$ cat src/rtl/me_pkg.sv
// rtl/me_pkg.sv - shared widths and FSM state type for the motion-estimation search control
package me_pkg;
    localparam int SAD32_W = 18;
    localparam int MVX_W   = 5;
    localparam int MVY_W   = 7;
    localparam int REF_W   = 256;
    localparam int CUR_W   = 512;

    typedef enum logic [2:0] {
        ST_IDLE,
        ST_LOAD_CUR,
        ST_SEARCH,
        ST_DRAIN,
        ST_DONE
    } me_state_t;
endpackage

$ cat src/rtl/sad_min_tracker.sv
// rtl/sad_min_tracker.sv - candidate delay line and running minimum of SAD32x32 with its motion vector
module sad_min_tracker
    import me_pkg::*;
#(
    parameter int DEPTH = 6
) (
    input  logic               clk,
    input  logic               rst_n,
    input  logic               clear,
    input  logic               push_valid,
    input  logic [MVX_W-1:0]   push_mvx,
    input  logic [MVY_W-1:0]   push_mvy,
    input  logic [SAD32_W-1:0] sad32x32,
    output logic               pending,
    output logic [SAD32_W-1:0] best_sad,
    output logic [MVX_W-1:0]   best_mv_x,
    output logic [MVY_W-1:0]   best_mv_y
);
    logic [DEPTH-1:0] vld;
    logic [MVX_W-1:0] mvx_q [DEPTH];
    logic [MVY_W-1:0] mvy_q [DEPTH];
    logic             first;

    // Only stages ahead of the tap count: the tap itself is consumed on this edge.
    assign pending = push_valid | (|vld[DEPTH-2:0]);

    always_ff @(posedge clk or negedge rst_n) begin
        if (!rst_n) begin
            vld       <= '0;
            first     <= 1'b1;
            best_sad  <= '1;
            best_mv_x <= '0;
            best_mv_y <= '0;
            for (int i = 0; i < DEPTH; i++) begin
                mvx_q[i] <= '0;
                mvy_q[i] <= '0;
            end
        end else begin
            vld      <= {vld[DEPTH-2:0], push_valid};
            mvx_q[0] <= push_mvx;
            mvy_q[0] <= push_mvy;
            for (int i = 1; i < DEPTH; i++) begin
                mvx_q[i] <= mvx_q[i-1];
                mvy_q[i] <= mvy_q[i-1];
            end
            // Strict less-than keeps the earliest candidate on ties.
            if (clear) begin
                first <= 1'b1;
            end else if (vld[DEPTH-1] && (first || sad32x32 < best_sad)) begin
                first     <= 1'b0;
                best_sad  <= sad32x32;
                best_mv_x <= mvx_q[DEPTH-1];
                best_mv_y <= mvy_q[DEPTH-1];
            end
        end
    end
endmodule

$ cat src/rtl/basic_layer_search_ctrl.sv
// rtl/basic_layer_search_ctrl.sv - sequencer for the Basic_layer_search SAD datapath
module basic_layer_search_ctrl
    import me_pkg::*;
#(
    parameter int CUR_BEATS   = 16,
    parameter int REF_PRELOAD = 32,
    parameter int SEARCH_ROWS = 64,
    parameter int SEARCH_COLS = 32,
    parameter int SAD_LAT     = 4
) (
    input  logic               clk,
    input  logic               rst_n,
    input  logic               start,
    output logic               busy,
    output logic               done,
    output logic               cur_rd_en,
    output logic [3:0]         cur_rd_addr,
    input  logic [CUR_W-1:0]   cur_rd_data,
    output logic               ref_rd_en,
    output logic [11:0]        ref_rd_addr,
    input  logic [REF_W-1:0]   ref_rd_data,
    output logic [CUR_W-1:0]   current_64pixels,
    output logic [REF_W-1:0]   ref_input,
    output logic               ref_begin_prepare,
    output logic               pe_begin_prepare,
    input  logic [SAD32_W-1:0] sad32x32,
    output logic [SAD32_W-1:0] best_sad,
    output logic [MVX_W-1:0]   best_mv_x,
    output logic [MVY_W-1:0]   best_mv_y
);
    localparam logic [3:0]       LAST_BEAT = 4'(CUR_BEATS - 1);
    localparam logic [6:0]       LAST_ROW  = 7'(REF_PRELOAD + SEARCH_ROWS - 1);
    localparam logic [6:0]       PRELOAD   = 7'(REF_PRELOAD);
    localparam logic [MVX_W-1:0] LAST_COL  = MVX_W'(SEARCH_COLS - 1);

    me_state_t        state, state_d;
    logic [3:0]       beat;
    logic [6:0]       row;
    logic [MVX_W-1:0] col;
    logic             cand, pending;
    logic             cur_vld, ref_vld, pe_vld;

    assign busy        = (state != ST_IDLE);
    assign done        = (state == ST_DONE);
    assign cur_rd_en   = (state == ST_LOAD_CUR);
    assign cur_rd_addr = beat;
    assign ref_rd_en   = (state == ST_SEARCH);
    assign ref_rd_addr = {col, row};
    assign cand        = ref_rd_en && (row >= PRELOAD);

    always_comb begin
        state_d = state;
        case (state)
            ST_IDLE:     if (start) state_d = ST_LOAD_CUR;
            ST_LOAD_CUR: if (beat == LAST_BEAT) state_d = ST_SEARCH;
            ST_SEARCH:   if (row == LAST_ROW && col == LAST_COL) state_d = ST_DRAIN;
            ST_DRAIN:    if (!pending) state_d = ST_DONE;
            ST_DONE:     state_d = ST_IDLE;
            default:     state_d = ST_IDLE;
        endcase
    end

    always_ff @(posedge clk or negedge rst_n) begin
        if (!rst_n) begin
            state <= ST_IDLE;
            beat  <= '0;
            row   <= '0;
            col   <= '0;
        end else begin
            state <= state_d;
            case (state)
                ST_IDLE: begin
                    beat <= '0;
                    row  <= '0;
                    col  <= '0;
                end
                ST_LOAD_CUR: beat <= beat + 4'd1;
                ST_SEARCH: begin
                    if (row == LAST_ROW) begin
                        row <= '0;
                        col <= col + MVX_W'(1);
                    end else begin
                        row <= row + 7'd1;
                    end
                end
                default: ;
            endcase
        end
    end

    // SRAM data lands one cycle after the read; register it and the strobes one more cycle.
    always_ff @(posedge clk or negedge rst_n) begin
        if (!rst_n) begin
            cur_vld           <= 1'b0;
            ref_vld           <= 1'b0;
            pe_vld            <= 1'b0;
            current_64pixels  <= '0;
            ref_input         <= '0;
            ref_begin_prepare <= 1'b0;
            pe_begin_prepare  <= 1'b0;
        end else begin
            cur_vld           <= cur_rd_en;
            ref_vld           <= ref_rd_en;
            pe_vld            <= cand;
            ref_begin_prepare <= ref_vld;
            pe_begin_prepare  <= pe_vld;
            if (cur_vld) current_64pixels <= cur_rd_data;
            if (ref_vld) ref_input <= ref_rd_data;
        end
    end

    sad_min_tracker #(
        .DEPTH (2 + SAD_LAT)
    ) u_tracker (
        .clk        (clk),
        .rst_n      (rst_n),
        .clear      (state == ST_IDLE && start),
        .push_valid (cand),
        .push_mvx   (col),
        .push_mvy   (row - PRELOAD),
        .sad32x32   (sad32x32),
        .pending    (pending),
        .best_sad   (best_sad),
        .best_mv_x  (best_mv_x),
        .best_mv_y  (best_mv_y)
    );
endmodule

$ cat config.mk
export PLATFORM = sky130hd
export DESIGN_NAME = basic_layer_search_ctrl
export DESIGN_NICKNAME = d
export VERILOG_FILES = /design/src/rtl/me_pkg.sv /design/src/rtl/sad_min_tracker.sv /design/src/rtl/basic_layer_search_ctrl.sv
export SDC_FILE = /design/constraint.sdc
export NUM_CORES = 1
export LEC_CHECK = 0
export CELL_PAD_IN_SITES_DETAIL_PLACEMENT = 0
export CELL_PAD_IN_SITES_GLOBAL_PLACEMENT = 1
export CORE_AREA = 2 2 622 624
export DETAILED_ROUTE_END_ITERATION = 10
export DIE_AREA = 0 0 624 626
export PLACE_DENSITY_LB_ADDON = 0.1
export SYNTH_ARGS = -nofsm -noshare
export SYNTH_HDL_FRONTEND = slang
export SYNTH_HIERARCHICAL = 1
export SYNTH_SLANG_ARGS = --single-unit
$ cat constraint.sdc
create_clock -name clk -period 3.5 [get_ports clk]
set_input_delay 0.7 -clock clk [delete_from_list [all_inputs] [get_ports clk]]
set_output_delay 0.7 -clock clk [all_outputs]
set_load 0.01 [all_outputs]
==> metrics.txt, run 1 <==
prevailing post-synth register cell dfrtp_1; Via density 2.71; Post-DP Area 56,000 sq um; CP required 2.80 ns; # clock sinks 901; Yosys reg bits 901; Worst Path Max Fanout 14; Design Power 29.5 mW; cell taking the most area after synthesis dfrtp_1; initial antenna violation count 147; worst hold-check path type flip-flop to flip-flop; Slowest-stage cell, CP clkdlybuf4s50_1; Final WS setup 0.205 ns; Cell variety after synth 52; vias in the first global route 26,857; Post-synth top cells dfrtp_1, mux2_2, buf_2, mux2_4, inv_1; synth warn 6; fin area 60,900 sq um; sequential share of the synthesized area 67.8%; minimum clock period 3.30 ns; nets 4,495; final core utilization 15.9%; Fin. Hold Viols 0; Area growth, synth to finish 82.9%; Initial DRC Count 728; reg-to-reg slack, setup 0.81 ns; CTS buffer count 145; cell row count 228; number of synthesized flops with an enable pin 0; Worst Path Class, Setup flip-flop to primary output; DP HPWL 182,000 microns; syn nets 2,774; crit-path leading delay family buffers and inverters; maxcap violations 0; DR DRC count 0; GR Util met1 9.73%; clk slew on worst S/H paths 0.06 ns; Post-Syn Instances 1,962; asr flop ratio synth 100%; Max H-tree Level 4; crit-path max cell delay 0.63 ns; met2 Use GR 22.5%; Cells on Worst Hold Path 0; relative slew slack 38.4%; GR Util met3 5.17%; largest net degree at the start of global routing 111; GR peak layer met2; Worst Hold Slack 0.327 ns; Cell Area, Synth 33,300 sq um; Crit path buffers/inverters 2; most frequent cell after synthesis dfrtp_1; Static Leak 23.3 nW; die area 391,000 sq um; total track usage 11.1%; first-pass GRT wire length 287,000 microns; Max clock buf depth 4; Die X 624 microns; Post-Place Worst Slack 0.198 ns; VDD IR-drop max 0.321 mV; CP Cell Sequence buf_4 > or2_2 > nor2_1 > clkdlybuf4s50_1; DP Cell Count 8,595; io pins 1,609; Post-CTS Hold Buffers 1; share of cells above drive strength 1 29.4%; Yosys top cell area share 66.3%; cts repair resizes 0; Power Dens Cells 485 nW/um^2; I/O Buffers 1,608; First-pass DRT Iterations 4; chip height 626 microns; CTS tree done; routed wire length 225,000 microns; Post-Layout Cell Count 8,900; Worst-Margin Slew 0.924 ns; Crit. End Element primary output; GPL Wtd Cong 0.759; wire length per cell 25.2 microns; Arrival @ worst endpoint 2.60 ns; CP startpoint kind flip-flop; Worst Skew 0.0415 ns; setup_tns 0 ns; Remaining Overflow, GRT 0; Setup-failing EPs final 0; insertion delay to the later sink of the worst-skew pair 0.82 ns; synth top area cells dfrtp_1, mux2_2, dfstp_2; fmax 0.303 GHz; final slew viol count 0; WP depth 4; Post-CTS Repair Setup Buffers 0; Initial Util 8.67%; part of the cycle the worst path needs 94.1%; clk root buf clkbuf_16; unrepaired setup endpoints after global routing false; Avg Cell Area, Syn 17.0 sq um; DR vias 24,126; CORE AREA 384,000 sq um; Reg2Reg Depth 8; post-route ant nets 0; status completed
-- cell usage in the layout, fill, tap and decap left out, types with 4 or more instances in the layout --
| cell type | synthesis | routed |
|---|---|---|
| clkinvlp_4 | 0 | 4 |
| mux2i_1 | 5 | 5 |
| clkbuf_1 | 11 | 31 |
| clkdlybuf4s50_1 | 0 | 1607 |
| bufinv_16 | 0 | 9 |
| ha_1 | 23 | 23 |
| a21oi_1 | 7 | 7 |
| clkbuf_16 | 0 | 147 |
| buf_12 | 0 | 20 |
| nor2_1 | 6 | 6 |
| inv_6 | 0 | 6 |
| mux2_2 | 769 | 769 |
| o21ai_0 | 10 | 10 |
| nand3_1 | 9 | 9 |
| mux2_4 | 30 | 30 |
| clkbuf_8 | 0 | 33 |
| clkinv_2 | 0 | 18 |
| buf_4 | 0 | 42 |
| nand2_1 | 20 | 20 |
| inv_1 | 28 | 28 |
| o211ai_1 | 6 | 6 |
| diode_2 | 0 | 48 |
| nor3_1 | 4 | 4 |
| dfrtp_1 | 882 | 880 |
| dfstp_2 | 19 | 19 |
| clkinv_8 | 0 | 4 |
-- per-layer routing --
layer	vias up	share of wire, %
li1	10511	-
met1	12090	30
met2	1085	57
met3	368	10
met4	72	2.6
met5	-	0.20
-- worst register-to-register path, stage by stage (launching register included) --
cell	delay, ns
dfstp_2	0.54
inv_1	0.04
ha_1	0.28
a211oi_1	0.23
nor2_1	0.08
or4_1	0.46
o31ai_4	0.31
buf_12	0.28
mux2_4	0.33
-- sequential cells by signal, indices dropped and copies added, names as in the netlist, 3 cells and up --
name,flops
u_tracker/mvx_q,30
col,5
u_tracker/mvy_q,42
current_64pixels,512
u_tracker/best_mv_y,7
state,3
row,7
u_tracker/vld,6
u_tracker/best_sad,18
cur_rd_addr,4
u_tracker/best_mv_x,5
ref_input,256
-- cells by family (layout without fill, tap and decap cells) --
kind of cell    Yosys count  in the layout  synth area share, %
mux                     804            804                 27.5
simple gates             63             63                 1.05
buf+inv                 125           1955                 1.78
other cells               0             48                    0
flops                   901            901                 67.8
compound gates           46             46                 1.04
fa+ha+maj                23             23                0.864
-- final cells by class --
class	instances	area, sq um
Fill cell	42316	323000
Sequential cell	901	22600
Timing Repair Buffer	1671	16800
Multi-Input combinational cell	936	10100
Tap cell	5060	6330
Clock buffer	211	4250
Clock inverter	45	554
Antenna cell	48	120
Inverter	28	105
-- power breakdown --
part           leakage, nW  switching, mW  internal (mW)
Clock                 2.36           5.99           9.11
Combinational         10.4           1.34           1.92
Sequential            10.6          0.289           10.9
Total                 23.3           7.62           21.9
-- worst paths after layout --
| check | to | from |
|---|---|---|
| setup reg to reg | u_tracker/best_mv_y[4]$_DFFE_PN0P_ | u_tracker/best_sad[15]$_DFFE_PN1P_ |
| max in group asynchronous | current_64pixels[497]$_DFFE_PN0P_ | rst_n |
| hold / removal | u_tracker/mvy_q[19]$_DFF_PN0_ | u_tracker/mvy_q[26]$_DFF_PN0_ |
| setup / recovery | cur_rd_en | state[1]$_DFFE_PN0P_ |
| min in group asynchronous | current_64pixels[239]$_DFFE_PN0P_ | rst_n |
| hold reg to reg | u_tracker/mvy_q[19]$_DFF_PN0_ | u_tracker/mvy_q[26]$_DFF_PN0_ |
(Power assumes the default switching activity.)
==> inputs of run 2 (changes only) <==
--- a/config.mk
+++ b/config.mk
@@ -10,6 +10,7 @@
 export CORE_AREA = 2 2 622 624
 export DETAILED_ROUTE_END_ITERATION = 10
 export DIE_AREA = 0 0 624 626
+export GPL_TIMING_DRIVEN = 0
 export PLACE_DENSITY_LB_ADDON = 0.1
 export SYNTH_ARGS = -nofsm -noshare
 export SYNTH_HDL_FRONTEND = slang
==> run 2 against run 1 <==
Net effect: fmax grew 1.1%; critical path depth is the same; utilization is essentially flat; global-route usage grew 0.18 points; sequential cell count is the same; final cell count grew 0.61%; cell area grew 0.17%; via count grew 0.65%; highest routed layer unchanged; register-to-register slack lost 0.20 ns.
==> metrics.txt, run 2 (synthesis gave the netlist of run 1 again) <==
part of the cycle the worst path needs 93.1%; relative slew slack 34.6%; fmax 0.307 GHz; Initial DRC Count 710; Post-DP Area 56,000 sq um; final slew viol count 0; CP required 2.80 ns; Design Power 29.6 mW; worst hold-check path type flip-flop to flip-flop; total track usage 11.3%; setup_tns 0 ns; io pins 1,609; # clock sinks 901; Cells on Worst Hold Path 0; clk slew on worst S/H paths 0.06 ns; insertion delay to the later sink of the worst-skew pair 0.85 ns; most frequent cells in the layout clkdlybuf4s50_1, dfrtp_1, mux2_2, clkbuf_16, buf_2; largest net degree at the start of global routing 137; VDD IR-drop max 0.315 mV; largest reg by FF count current_64pixels; final core utilization 15.9%; Power Dens Cells 486 nW/um^2; Max H-tree Level 4; fin area 61,000 sq um; DP Cell Count 8,639; Clk network pwr share 51.4%; Worst Path Max Fanout 9; nets 4,540; Worst Skew 0.0368 ns; CORE AREA 384,000 sq um; Worst Path Class, Setup flip-flop to primary output; GPL Wtd Cong 0.792; clk root buf clkbuf_16; Reg2Reg Depth 7; reg-to-reg slack, setup 0.61 ns; unrepaired setup endpoints after global routing false; largest registers current_64pixels (512), ref_input (256), u_tracker/mvy_q (42); Setup-failing EPs final 0; status completed; wire length per cell 25.5 microns; Initial Util 8.67%; die area 391,000 sq um; routed wire length 229,000 microns; Area growth, synth to finish 83.2%; chip height 626 microns; Fin. Hold Viols 0; Via density 2.71; Crit. End Element primary output; Comb power frac 10.9%; Worst-Margin Slew 0.980 ns; Die X 624 microns; Remaining Overflow, GRT 0; Max clock buf depth 4; Final WS setup 0.242 ns; minimum clock period 3.26 ns; CP startpoint kind flip-flop; I/O Buffers 1,608; Seq pwr share 37.8%; Arrival @ worst endpoint 2.56 ns; switch share 26.1%; vias in the first global route 26,591; first-pass GRT wire length 289,000 microns; initial antenna violation count 146; maxcap violations 0; DR vias 24,283; P_sw 7.74 mW; cell row count 228; max reg flops 512; P_int 21.9 mW; post-route ant nets 0; CTS buffer count 146; Post-Place Worst Slack 0.217 ns; commonest non-fill, non-tap cell in the layout clkdlybuf4s50_1; Post-Layout Cell Count 8,954; Static Leak 23.5 nW; DR DRC count 0; DP HPWL 187,000 microns; First-pass DRT Iterations 4; share of cells above drive strength 1 30.0%; CTS tree done; Worst Hold Slack 0.341 ns
-- run 2: changes by cell type in the layout (fill, tap and decap cells not counted), moves of 6 or more --
cell | previous run | this run
buf_12 | 20 | 1
buf_2 | 0 | 80
diode_2 | 48 | 57
clkbuf_2 | 0 | 6
clkbuf_1 | 31 | 39
buf_16 | 0 | 9
buf_4 | 42 | 0
clkbuf_8 | 33 | 40
-- run 2: metal layers --
metal	track usage, %	share of wire [%]	vias to the layer above
met2	22.2	55	1158
met3	5.58	11	387
met5	0	0.13	-
li1	-	-	10608
met4	3.98	3.9	50
met1	9.69	30	12080
-- run 2: cell type report --
type | instances | area (sq um)
tap | 5060 | 6330
inverter | 28 | 105
clock buffer | 220 | 4370
clock inverter | 37 | 477
timing repair buffer | 1618 | 16400
multi-input combinational | 936 | 10200
antenna | 57 | 143
fill | 42363 | 323000
sequential | 901 | 22600
buffer | 97 | 494
-- run 2: path summary, 6_finish.rpt --
path,from,end
worst max-delay path,state[1]$_DFFE_PN0P_,ref_rd_en
worst min-delay path,u_tracker/mvy_q[34]$_DFF_PN0_,u_tracker/mvy_q[27]$_DFF_PN0_
worst max register to register,state[2]$_DFFE_PN0P_,u_tracker/best_mv_x[2]$_DFFE_PN0P_
worst min register to register,u_tracker/mvy_q[34]$_DFF_PN0_,u_tracker/mvy_q[27]$_DFF_PN0_
max in group asynchronous,rst_n,ref_input[231]$_DFFE_PN0P_
min in group asynchronous,rst_n,current_64pixels[416]$_DFFE_PN0P_
-- run 2: power by group through the flow --
stage	registers (mW)	logic, mW	clock network, mW
after floorplan	11.5	0.438	0
after global placement	11.4	3.27	0
after detailed placement	11.4	3.35	0
after CTS	11.2	3.37	16.2
after global routing	11.3	3.46	16.4
final	11.2	3.22	15.2
-- run 2: timing repair --
item | in CTS | in global routing
hold buffers | 1 | 0
setup buffers | 0 | 0
resized for setup | 6 | 0
hold endpoints to repair | 70 | 0
endpoints found under the setup margin | 4 | 0
-- run 2: worst max-delay path, cell delays in order (launching register included) --
cell             delay [ns]
dfrtp_1                0.32
clkbuf_2               0.19
inv_1                  0.22
nor2_2                 0.32
clkdlybuf4s50_1        0.69
